`src/rtl/router_reg.sv`:
```
// ---------------------------------------------------------------------------
// router_reg
// Datapath register stage of the 1x3 router. It sits directly behind the
// router control FSM and uses the FSM's one-hot state decodes to:
//   - latch the header byte (address field in [1:0], length above it);
//   - sequence header and payload bytes onto dout toward the destination FIFOs;
//   - hold a byte that arrives while the selected FIFO is full, and replay it
//     once the FSM reaches load_after_full;
//   - keep a running XOR parity over header and payload and compare it with
//     the trailing parity byte of the packet.
//
// Ports
//   clock         in   system clock, all state updates on the rising edge
//   resetn        in   asynchronous active-low reset
//   pkt_valid     in   source byte valid (low on the trailing parity byte)
//   data_in       in   source byte [DATA_WIDTH-1:0]
//   fifo_full     in   selected destination FIFO is full
//   detect_add    in   FSM in decode_addr
//   lfd_state     in   FSM in load_first_data
//   ld_state      in   FSM in load_data
//   laf_state     in   FSM in load_after_full
//   full_state    in   FSM in fifo_full_state
//   rst_int_reg   in   FSM in check_parity_error
//   parity_done   out  parity byte of the packet captured/forwarded
//   low_pkt_valid out  pkt_valid has fallen within the current packet
//   err           out  parity mismatch of the last completed packet
//   dout          out  byte toward the destination FIFO [DATA_WIDTH-1:0]
//
// All outputs come straight from registers; there is no combinational path
// from data_in to any output.
// ---------------------------------------------------------------------------
module router_reg #(
    parameter int DATA_WIDTH = 8
) (
    input  logic                  clock,
    input  logic                  resetn,
    input  logic                  pkt_valid,
    input  logic [DATA_WIDTH-1:0] data_in,
    input  logic                  fifo_full,
    input  logic                  detect_add,
    input  logic                  lfd_state,
    input  logic                  ld_state,
    input  logic                  laf_state,
    input  logic                  full_state,
    input  logic                  rst_int_reg,
    output logic                  parity_done,
    output logic                  low_pkt_valid,
    output logic                  err,
    output logic [DATA_WIDTH-1:0] dout
);

    logic [DATA_WIDTH-1:0] r_dout;
    logic [DATA_WIDTH-1:0] r_header;
    logic [DATA_WIDTH-1:0] r_hold;
    logic [DATA_WIDTH-1:0] r_int_parity;
    logic [DATA_WIDTH-1:0] r_pkt_parity;
    logic                  r_parity_done;
    logic                  r_low_pkt_valid;
    logic                  r_err;

    // Address 3 does not exist on a 1x3 router, so such a header is ignored.
    logic w_hdr_load;
    // Parity byte is the only load_data byte with pkt_valid low.
    logic w_parity_byte;
    // A payload byte that contributes to the running parity. Bytes diverted
    // into r_hold are counted here, not again when replayed from r_hold.
    logic w_payload_xor;
    logic w_pdone_set;

    assign w_hdr_load    = detect_add && pkt_valid && (data_in[1:0] != 2'b11);
    assign w_parity_byte = ld_state && !pkt_valid;
    assign w_payload_xor = ld_state && pkt_valid && !full_state;
    assign w_pdone_set   = (ld_state && !fifo_full && !pkt_valid) ||
                           (laf_state && r_low_pkt_valid && !r_parity_done);

    // Header register
    always_ff @(posedge clock or negedge resetn) begin
        if (!resetn) begin
            r_header <= '0;
        end else if (w_hdr_load) begin
            r_header <= data_in;
        end
    end

    // Output byte and full-FIFO holding register
    always_ff @(posedge clock or negedge resetn) begin
        if (!resetn) begin
            r_dout <= '0;
            r_hold <= '0;
        end else if (lfd_state) begin
            r_dout <= r_header;
        end else if (ld_state && !fifo_full) begin
            r_dout <= data_in;
        end else if (ld_state && fifo_full) begin
            r_hold <= data_in;
        end else if (laf_state) begin
            r_dout <= r_hold;
        end
    end

    // Running parity over header and payload
    always_ff @(posedge clock or negedge resetn) begin
        if (!resetn) begin
            r_int_parity <= '0;
        end else if (detect_add) begin
            r_int_parity <= '0;
        end else if (lfd_state) begin
            r_int_parity <= r_int_parity ^ r_header;
        end else if (w_payload_xor) begin
            r_int_parity <= r_int_parity ^ data_in;
        end
    end

    // Trailing parity byte of the packet, captured even if the FIFO is full
    always_ff @(posedge clock or negedge resetn) begin
        if (!resetn) begin
            r_pkt_parity <= '0;
        end else if (detect_add) begin
            r_pkt_parity <= '0;
        end else if (w_parity_byte) begin
            r_pkt_parity <= data_in;
        end
    end

    // low_pkt_valid: set wins over clear
    always_ff @(posedge clock or negedge resetn) begin
        if (!resetn) begin
            r_low_pkt_valid <= 1'b0;
        end else if (w_parity_byte) begin
            r_low_pkt_valid <= 1'b1;
        end else if (rst_int_reg) begin
            r_low_pkt_valid <= 1'b0;
        end
    end

    // parity_done: sticky until the next decode_addr
    always_ff @(posedge clock or negedge resetn) begin
        if (!resetn) begin
            r_parity_done <= 1'b0;
        end else if (w_pdone_set) begin
            r_parity_done <= 1'b1;
        end else if (detect_add) begin
            r_parity_done <= 1'b0;
        end
    end

    // err: only re-evaluated in check_parity_error, otherwise held
    always_ff @(posedge clock or negedge resetn) begin
        if (!resetn) begin
            r_err <= 1'b0;
        end else if (rst_int_reg) begin
            r_err <= (r_int_parity != r_pkt_parity);
        end
    end

    assign dout          = r_dout;
    assign parity_done   = r_parity_done;
    assign low_pkt_valid = r_low_pkt_valid;
    assign err           = r_err;

endmodule
```
`config.mk`:
```
export PLATFORM = sky130hd
export DESIGN_NAME = router_reg
export DESIGN_NICKNAME = d
export VERILOG_FILES = /design/src/rtl/router_reg.sv
export SDC_FILE = /design/constraint.sdc
export NUM_CORES = 1
export LEC_CHECK = 0
export BUFFER_PORTS_ARGS = -buffer_cell sky130_fd_sc_hd__buf_2
export CAP_MARGIN = 10
export CORE_MARGIN = 1.5
export CORE_UTILIZATION = 35
export DETAILED_ROUTE_END_ITERATION = 6
export GPL_TIMING_DRIVEN = 0
export HOLD_SLACK_MARGIN = 0.1
export PLACE_DENSITY_LB_ADDON = 0.12
export SETUP_SLACK_MARGIN = 0.02
export SLEW_MARGIN = 20
export SYNTH_ARGS = -nofsm -noshare
export SYNTH_HDL_FRONTEND = slang
export SYNTH_SLANG_ARGS = --single-unit
```
`constraint.sdc`:
```
create_clock -name clock -period 1.34 [get_ports clock]
set_clock_uncertainty 0.15 [all_clocks]
set_input_delay 0.067 -clock clock [delete_from_list [all_inputs] [get_ports clock]]
set_output_delay 0.067 -clock clock [all_outputs]
set_load 0.01 [all_outputs]
```
==> results.md, run 1 <==
* Status: complete, no violations
* First-pass iteration count of the detailed router at 4
* Starting Density at 36.8%
* Worst EP required at 1.35 ns
* Synth Instances at 187
* CP Capture Type: flop
* Total grt overflow at 0
* Mapped Avg Cell Area at roughly 11 um2
* Drt via density at 4.80
* CP max stage delay at ~0.40 ns
* WS Path Type: reg2reg
* Via count of the first global-routing pass at between 1500 and 2000
* Critical Path Sink: err
* FF-to-FF setup slack at 0.07 ns
* Final worst path period share at 94.9%
* Normalized max-slew margin at 64.0%
* Worst-path clk slew at 0.08 ns
* Critical Path AT at 1.28 ns
* VDD IR max at 587 uV
* Clock Latency Late Sink at 0.30 ns
* Seq/Total Area, Yosys at 52.1%
* Tot GR Track Use at between 10% and 20%
* Initial antenna violation count at 0
* WHS at roughly 0.14 ns
* DR iter-0 viols at 86
* RR Endpoint: err
* Row Count at 27
* Mapped Area at 2070 um2
* RD Place Congestion at 0.719
* Input/output buffers at 26
* Crit path from: r_int_parity[3]
* Post_cts resized at 0
* Worst-path fanout max at 2
* Longest Clk Path Bufs at 2
* N_diodes at 0
* Global-route wire length before repair at about 7.4 mm
* Vias after detailed routing at 1484
* Io pins at 29
* Die Wd at 79.8 um
* Largest net degree at the start of global routing at 44
* CP Launch Type: flop
* Final setup TNS at 0 ns
* Routed len/inst at ~14 um
* RR Startpoint: r_int_parity[3]
* Unique masters post-synth at 24
* Chip height at around 80 um
* Root Driver: clkbuf_8
* Setup ws final at 0.0690 ns
* CTS Buf Count at 5
* Synth Register Bits at 43
* Final Hold Violating Endpoints at 0
* Worst slack, placed at -0.0579 ns
* Placed Instances at 285
* Ys Warns at 0
* Share of cells above drive strength 1 at 27.0%
* H-tree level count at 2
* Die ar. at 6370 um2
* Min Tclk post-route at about 1.3 ns
* Final #Nets at 255
* Drt drc at 0
* Detail Placement HPWL at roughly 3 mm
* Final slew viol count at 0
* Slew of the pin with the lowest slew margin at 0.541 ns
* Hold Crit Class: in2async
* R2R depth at 3
* Fmax at 0.787 GHz
* Fin cells at just over 300
* Pleak at 1.19 nW
* Mapped Nets at 205
* Final wirelength at about 4.4 mm
* Slowest CP cell: dfrtp_1
* Clock sink count at 43
* Max Cap Violations at 0
* Critical path, cell by cell: xor2_1, nor4_1, a31oi_1
* Unrepaired setup endpoints after global routing: no
* Area delta synth->final at 23.1%
* CTS tree: done
* Core Box Area at 5610 um2
* Pwr dens at 1260 nW/um2
* Remaining antenna violation count at 0
* Final setup fails at 0
-- repair_timing --
| action | in CTS | in global routing |
|---|---|---|
| endpoints found under the setup margin | 0 | 1 |
| endpoints found under the hold margin | 71 | 0 |
| hold buffers | 16 | 0 |
| buffers inserted | 0 | 1 |
-- state kept, by name, indices dropped and copies added (netlist names) --
| signal | count |
|---|---|
| r_pkt_parity | 8 |
| low_pkt_valid | 1 |
| dout | 8 |
| r_hold | 8 |
| err | 1 |
| parity_done | 1 |
| r_int_parity | 8 |
| r_header | 8 |
-- report_power, final --
| group | internal, W | switching (W) | leakage, nW |
|---|---|---|---|
| sequential | 0.00150 | 0.000127 | 0.532 |
| clock | 0.000405 | 0.000438 | 0.0470 |
| combinational | 0.000386 | 0.000346 | 0.609 |
| total | 0.00229 | 0.000911 | 1.19 |
-- Yosys cell counts --
cell type / n / area (um2)
nor4_1: 2 / 12.5
a31oi_1: 1 / 6.26
xnor2_1: 8 / 70.1
mux2i_1: 16 / 160
o21ai_1: 6 / 30.0
buf_4: 2 / 15.0
xor2_1: 8 / 70.1
nand2_1: 25 / 93.8
buf_6: 2 / 22.5
a21o_1: 2 / 15.0
dfrtp_1: 43 / 1080
clkbuf_1: 2 / 7.51
buf_1: 1 / 3.75
nand3b_1: 2 / 15.0
inv_1: 1 / 3.75
nor2b_1: 1 / 6.26
nor2_1: 16 / 60.1
mux2_2: 22 / 248
a21oi_1: 17 / 85.1
nand2b_1: 3 / 18.8
o21ai_2: 2 / 17.5
buf_2: 2 / 10.0
and3b_1: 1 / 8.76
o21ai_0: 2 / 10.0
-- layout make-up --
cell class / count / area [um2]
clock inverters: 1 / 5.00
flip-flops and latches: 43 / 1080
well taps: 72 / 90.1
clock buffers: 6 / 82.6
plain buffers: 9 / 58.8
repair buffers: 43 / 300
inverters: 1 / 3.75
fillers: 560 / 3060
multi-input cells: 134 / 927
-- cells by family after synthesis --
logic type             Yosys count  synth area share (%)
AO/OA/AOI/OAI                   30                  7.93
XOR/XNOR                        16                  6.78
buffers and inverters           10                  3.03
flip-flops                      43                  52.1
multiplexers                    38                  19.7
AND/OR/NAND/NOR                 50                  10.4
-- through the flow --
stage               utilization [%]  total power [W]  area [um2]
CTS                            45.2          0.00323        2530
finish                         45.4          0.00321        2540
global route                   45.4          0.00340        2540
floorplan                         -          0.00211        2070
global placement               40.8          0.00234        2290
detailed placement             40.8          0.00235        2290
-- cells in the final DEF, fill, tap and decap left out, types with 3 or more instances in the layout --
cell type and instances:
buf_2 27, dlygate4sd3_1 16, buf_4 4, o21ai_1 6, a21oi_1 17, xnor2_1 8, mux2_2 22, clkbuf_8 6
nor2_1 16, mux2i_1 16, nand2_1 25, nand2b_1 3, dfrtp_1 43, xor2_1 8
-- worst max-delay path: cells and delay by family, from the launching register on --
family	cells	cell delay, ns
flops	1	0.40
compound gates	1	0.12
xor+xnor	1	0.17
simple gates	1	0.30
-- routing by layer --
layer / vias to the layer above / global-route usage (%) / share of wire, %
met5: - / 0 / 0
met4: 0 / 5.69 / 1.8
met3: 8 / 3.43 / 3.0
met2: 23 / 23.8 / 45
met1: 719 / 21.4 / 50
li1: 734 / - / -
-- how the worst min path moves through the flow --
stage / endpoint / cells after the start / from / slack [ns]
after floorplan: dout[0] / 0 / resetn / -0.38
after global placement: r_hold[6] / 1 / resetn / 0.14
after detailed placement: r_hold[6] / 1 / resetn / 0.13
after CTS: r_pkt_parity[6] / 5 / pkt_valid / 0.14
after global routing: r_int_parity[0] / 5 / data_in[0] / 0.21
final: r_hold[6] / 2 / resetn / 0.14
No activity file was read; power rests on OpenSTA's default activity.
==> inputs of run 2 (changes only) <==
--- a/config.mk
+++ b/config.mk
@@ -8,7 +8,7 @@
 export BUFFER_PORTS_ARGS = -buffer_cell sky130_fd_sc_hd__buf_2
 export CAP_MARGIN = 10
 export CORE_MARGIN = 1.5
-export CORE_UTILIZATION = 35
+export CORE_UTILIZATION = 45
 export DETAILED_ROUTE_END_ITERATION = 6
 export GPL_TIMING_DRIVEN = 0
 export HOLD_SLACK_MARGIN = 0.1
==> run 2 against run 1 <==
Against the previous run: cell area down 0.93%; setup slack better by 0.024 ns; global-route usage up 3.6 points; critical path type is now in2reg; total power up 1.2%; non-clock buffer count down 2; fmax up 1.9%; utilization up 12 points; clock-buffer cell count up 2; worst hold slack worse by 0.037 ns; via count up 3.0%.
==> results.md, run 2 (synthesis gave the netlist of run 1 again) <==
* Slowest CP cell: dlygate4sd3_1
* VDD IR max at 636 uV (+8.5%)
* Total power at 0.00324 W (+1.2%)
* Starting Density at 47.1% (+10 points)
* Io pins at 29 (unchanged)
* RR Startpoint: r_int_parity[4]
* Vias after detailed routing at 1528 (+3.0%)
* Routed len/inst at 15.1 um (+6.2%)
* Global routing met1 resource utilization at 23.2% (+1.8 points)
* CP Capture Type: flop
* Global routing's busiest layer: met2
* Worst-path clk slew at 0.08 ns (about the same)
* Critical Path AT at 1.27 ns (about the same)
* Row Count at 24 (-11%)
* Drt via density at 5.31 (+10%)
* Detail Placement HPWL at 3.02 mm (+0.64%)
* Pleak at 1.18 nW (-0.35%)
* CP Launch Type: primary input
* WS Path Type: in2reg
* Placed Instances at 265 (-7.0%)
* Total grt overflow at 0 (unchanged)
* Routing usage on met3 at 5.41% (+2.0 points)
* Root Driver: clkbuf_8
* Fin cells at 288 (-6.8%)
* Clock Latency Late Sink at 0.29 ns (about the same)
* Fmax at 0.802 GHz (+1.9%)
* Postcts setup bufs at 0 (unchanged)
* Pwr dens at 1290 nW/um2 (+2.1%)
* Chip height at 70.8 um (-11%)
* CP max stage delay at 0.53 ns (+0.13 ns)
* Final worst path period share at 93.1% (-1.8 points)
* Initial antenna violation count at 0 (unchanged)
* RD Place Congestion at 0.792 (+10%)
* Worst-path fanout max at 5 (+3)
* Post-DP Area at 2260 um2 (-1.1%)
* Commonest non-fill, non-tap cell in the layout: dfrtp_1
* CTS tree: done
* Via count of the first global-routing pass at 1607 (+5.4%)
* Share of cells above drive strength 1 at 27.1% (+0.11 points)
* Final wirelength at 4.36 mm (-1.0%)
* Min Tclk post-route at 1.25 ns (-0.0240 ns)
* Max Cap Violations at 0 (unchanged)
* Core Box Area at 4380 um2 (-22%)
* Drt drc at 0 (unchanged)
* Commonest cells after routing, fill and taps aside: dfrtp_1 (43), buf_2 (27), nand2_1 (25)
* Routing usage on met2 at 32.9% (+9.1 points)
* H-tree level count at 2 (unchanged)
* First-pass iteration count of the detailed router at 4 (unchanged)
* Die ar. at 5010 um2 (-21%)
* Worst slack, placed at -0.0711 ns (-0.0132 ns)
* Post-route design area at 2520 um2 (-0.93%)
* Critical path, cell by cell: dlygate4sd3_1, buf_2, mux2_2, mux2i_1, o21ai_1
* DR iter-0 viols at 49 (-43%)
* Slew of the pin with the lowest slew margin at 0.577 ns (+0.0360 ns)
* Global-route wire length before repair at 7.50 mm (+1.8%)
* Status: complete, no violations
* Tot GR Track Use at 19.1% (+3.6 points)
* Final #Nets at 253 (-0.78%)
* Final slew viol count at 0 (unchanged)
* Input/output buffers at 26 (unchanged)
* Longest Clk Path Bufs at 2 (unchanged)
* Crit path from: data_in[3]
* Largest net degree at the start of global routing at 44 (unchanged)
* Setup ws final at 0.0930 ns (+0.0240 ns)
* Unrepaired setup endpoints after global routing: no
* Area delta synth->final at 22.0%
* Normalized max-slew margin at 61.6% (-2.4 points)
* Clock sink count at 43 (unchanged)
* N_diodes at 0 (unchanged)
* HP Start: data_in[1]
* Hold Crit Class: in2reg
* WHS at 0.107 ns (-0.0368 ns)
* Remaining antenna violation count at 0 (unchanged)
* Final setup fails at 0 (unchanged)
* Worst EP required at 1.36 ns (about the same)
* CTS Buf Count at 5 (unchanged)
* Die Wd at 70.8 um (-11%)
* Final Hold Violating Endpoints at 0 (unchanged)
## run 2: final timing paths
path                                        end  slack, ns  cells past startpoint
worst max-delay path                    dout[3]       0.09                      5
worst min-delay path                    dout[1]       0.11                      4
worst max register to register              err       0.10                      3
worst min register to register          dout[3]       0.34                      2
max in group asynchronous       r_pkt_parity[3]       0.45                      2
min in group asynchronous             r_hold[1]       0.19                      2
## run 2: metal layers
metal  vias to the layer above  wire, um  part of all wire, %
met1                       763      1900                   44
met4                         0        40                 0.92
met5                         -         0                    0
met3                         4       168                  3.9
met2                        29      2240                   51
li1                        732         -                    -
## run 2: area by class of cell
class                      count  area (um2)
fill                         389        1860
sequential                    43        1080
multi-input combinational    134         933
timing repair buffer          41         283
clock buffer                   8         100
tap                           52        65.1
buffer                         9        58.8
inverter                       1        3.75
## run 2: worst max-delay path: cells and delay by family
family / cells / cell delay [ns]
AO/OA/AOI/OAI: 1 / 0.08
buffers and inverters: 2 / 0.68
multiplexers: 2 / 0.44
## run 2: stage by stage
| stage | utilization, % | setup TNS [ns] |
|---|---|---|
| after floorplan | - | 0 |
| after global placement | 51.6 | -0.355 |
| after detailed placement | 51.6 | -0.581 |
| after CTS | 57.3 | 0 |
| after global routing | 57.5 | 0 |
| final | 57.5 | 0 |
## run 2: report_power, final
group	internal, W	switching [W]	total, W
Sequential	0.00150	0.000134	0.00164
Clock	0.000470	0.000398	0.000868
Combinational	0.000382	0.000355	0.000737
## run 2: what timing repair did
item                                   CTS  global route
gates resized for setup                  0             2
hold buffers                            15             0
setup endpoints to repair                0            44
endpoints found under the hold margin   70             0
==> inputs of run 3 (changes only) <==
--- a/config.mk
+++ b/config.mk
@@ -12,6 +12,7 @@
 export DETAILED_ROUTE_END_ITERATION = 6
 export GPL_TIMING_DRIVEN = 0
 export HOLD_SLACK_MARGIN = 0.1
+export MAX_ROUTING_LAYER = met4
 export PLACE_DENSITY_LB_ADDON = 0.12
 export SETUP_SLACK_MARGIN = 0.02
 export SLEW_MARGIN = 20
==> run 3 against run 2 <==
Against the previous run: setup slack about the same; clock power about the same; die area is the same; register-to-register slack about the same; clock-buffer cell count did not move; cell area stayed put; critical path type unchanged; critical endpoint unchanged; via count decreased by 0.26%; worst hold slack about the same; fmax about the same; combinational power about the same.
==> results.md, run 3 (synthesis gave the netlist of run 1 again) <==
* Status: complete, no violations
* Drt via density at 5.29 (-0.26%)
* FF-to-FF setup slack at 0.10 ns (about the same)
* Worst EP required at 1.36 ns (about the same)
* Drt drc at 0 (unchanged)
* Min Tclk post-route at 1.25 ns (-0.000193 ns)
* Share of cells above drive strength 1 at 27.1% (unchanged)
* N_diodes at 0 (unchanged)
* Final #Nets at 253 (unchanged)
* CP Launch Type: primary input
* Vias after detailed routing at 1524 (-0.26%)
* Remaining antenna violation count at 0 (unchanged)
* RD Place Congestion at 0.803 (+1.4%)
* CTS Buf Count at 5 (unchanged)
* Die ar. at 5010 um2 (unchanged)
* Critical Path AT at 1.27 ns (about the same)
* Worst-path clk slew at 0.08 ns (about the same)
* Slew of the pin with the lowest slew margin at 0.576 ns (-0.0000677 ns)
* R2R depth at 3 (unchanged)
* Row Count at 24 (unchanged)
* Worst Hold End: dout[1]
* Initial antenna violation count at 0 (unchanged)
* Routed len/inst at 15.1 um (about the same)
* Fmax at 0.802 GHz (about the same)
* Hold path cells at 4 (unchanged)
* CTS tree: done
* Max Cap Violations at 0 (unchanged)
* Input/output buffers at 26 (unchanged)
* Largest net degree at the start of global routing at 44 (unchanged)
* Final setup fails at 0 (unchanged)
* Normalized max-slew margin at 61.6% (about the same)
* Core Box Area at 4380 um2 (unchanged)
* Total grt overflow at 0 (unchanged)
* Commonest non-fill, non-tap cell in the layout: dfrtp_1
* Via count of the first global-routing pass at 1607 (unchanged)
* Starting Density at 47.1% (unchanged)
* Hold Crit Class: in2reg
* Commonest cells after routing, fill and taps aside: dfrtp_1 (43), buf_2 (27), nand2_1 (25)
* HP Start: data_in[1]
* Clock Latency Late Sink at 0.29 ns (about the same)
* Area of the multi-input gates at 933 um2 (unchanged)
* Global-route wire length before repair at 7.49 mm (-0.19%)
* H-tree level count at 2 (unchanged)
* Final wirelength at 4.35 mm (about the same)
* Pleak at 1.18 nW (unchanged)
* Postcts setup bufs at 0 (unchanged)
* VDD IR max at 636 uV (about the same)
* First-pass iteration count of the detailed router at 4 (unchanged)
* Final worst path period share at 93.0% (about the same)
* RR Endpoint: err
* WS Path Type: in2reg
* Root Driver: clkbuf_8
* Pwr dens at 1290 nW/um2 (about the same)
* Io pins at 29 (unchanged)
* WHS at 0.107 ns (-0.000111 ns)
* Detail Placement HPWL at 3.02 mm (unchanged)
* CP Capture Type: flop
* Finished Core Util at 57.5% (unchanged)
* Tot GR Track Use at 19.5% (+0.40 points)
* Worst-path fanout max at 5 (unchanged)
* Unrepaired setup endpoints after global routing: no
* Area delta synth->final at 22.0% (unchanged)
* Clock sink count at 43 (unchanged)
* Register area at 1080 um2 (unchanged)
* Chip height at 70.8 um (unchanged)
* Final Hold Violating Endpoints at 0 (unchanged)
* DR iter-0 viols at 57 (+16%)
* Final slew viol count at 0 (unchanged)
* RR Startpoint: r_int_parity[4]
* Fillers at 389 (unchanged)
* Longest Clk Path Bufs at 2 (unchanged)
* Die Wd at 70.8 um (unchanged)
## run 3: repair_timing
action,CTS,global route
endpoints found under the setup margin,0,44
endpoints found under the hold margin,70,0
resized for setup,0,2
hold buffers,15,0
## run 3: area by class of cell
class                      instances  area share, %
tap                               52           2.58
multi-input combinational        134           37.0
inverter                           1          0.149
timing repair buffer              41           11.2
buffer                             9           2.33
sequential                        43           42.7
clock buffer                       8           3.97
## run 3: stage by stage
stage	std cells	setup TNS, ns	power (W)	worst slack (ns)	cell area [um2]
final	288	0	0.00324	0.0932	2520
after global routing	288	0	0.00345	0.0368	2520
after CTS	288	0	0.00327	0.0210	2510
after detailed placement	265	-0.581	0.00236	-0.0711	2260
after global placement	265	-0.355	0.00232	-0.0390	2260
after floorplan	187	0	0.00211	0.171	2070
## run 3: routing by layer
layer	track usage [%]	share of wire (%)	vias to the layer above
met5	-	0	-
met2	32.9	52	26
met1	23.2	44	762
met4	6.08	0.92	0
li1	-	-	732
met3	4.56	3.5	4
## run 3: worst max path at each step
| stage | cells after the start | to | from |
|---|---|---|---|
| floorplan | 3 | err | r_int_parity[4] |
| global placement | 8 | dout[0] | fifo_full |
| detailed placement | 8 | dout[1] | fifo_full |
| CTS | 3 | err | r_int_parity[4] |
| global route | 3 | err | r_int_parity[3] |
| finish | 5 | dout[3] | data_in[3] |
## run 3: critical path, stage by stage
cell	delay [ns]
dlygate4sd3_1	0.53
buf_2	0.15
mux2_2	0.26
mux2i_1	0.18
o21ai_1	0.08
## run 3: power breakdown
| part | total [W] | leakage (nW) | internal, W | switching [W] |
|---|---|---|---|---|
| combinational | 0.000737 | 0.600 | 0.000382 | 0.000355 |
| clock | 0.000868 | 0.0515 | 0.000470 | 0.000398 |
| sequential | 0.00164 | 0.532 | 0.00150 | 0.000134 |
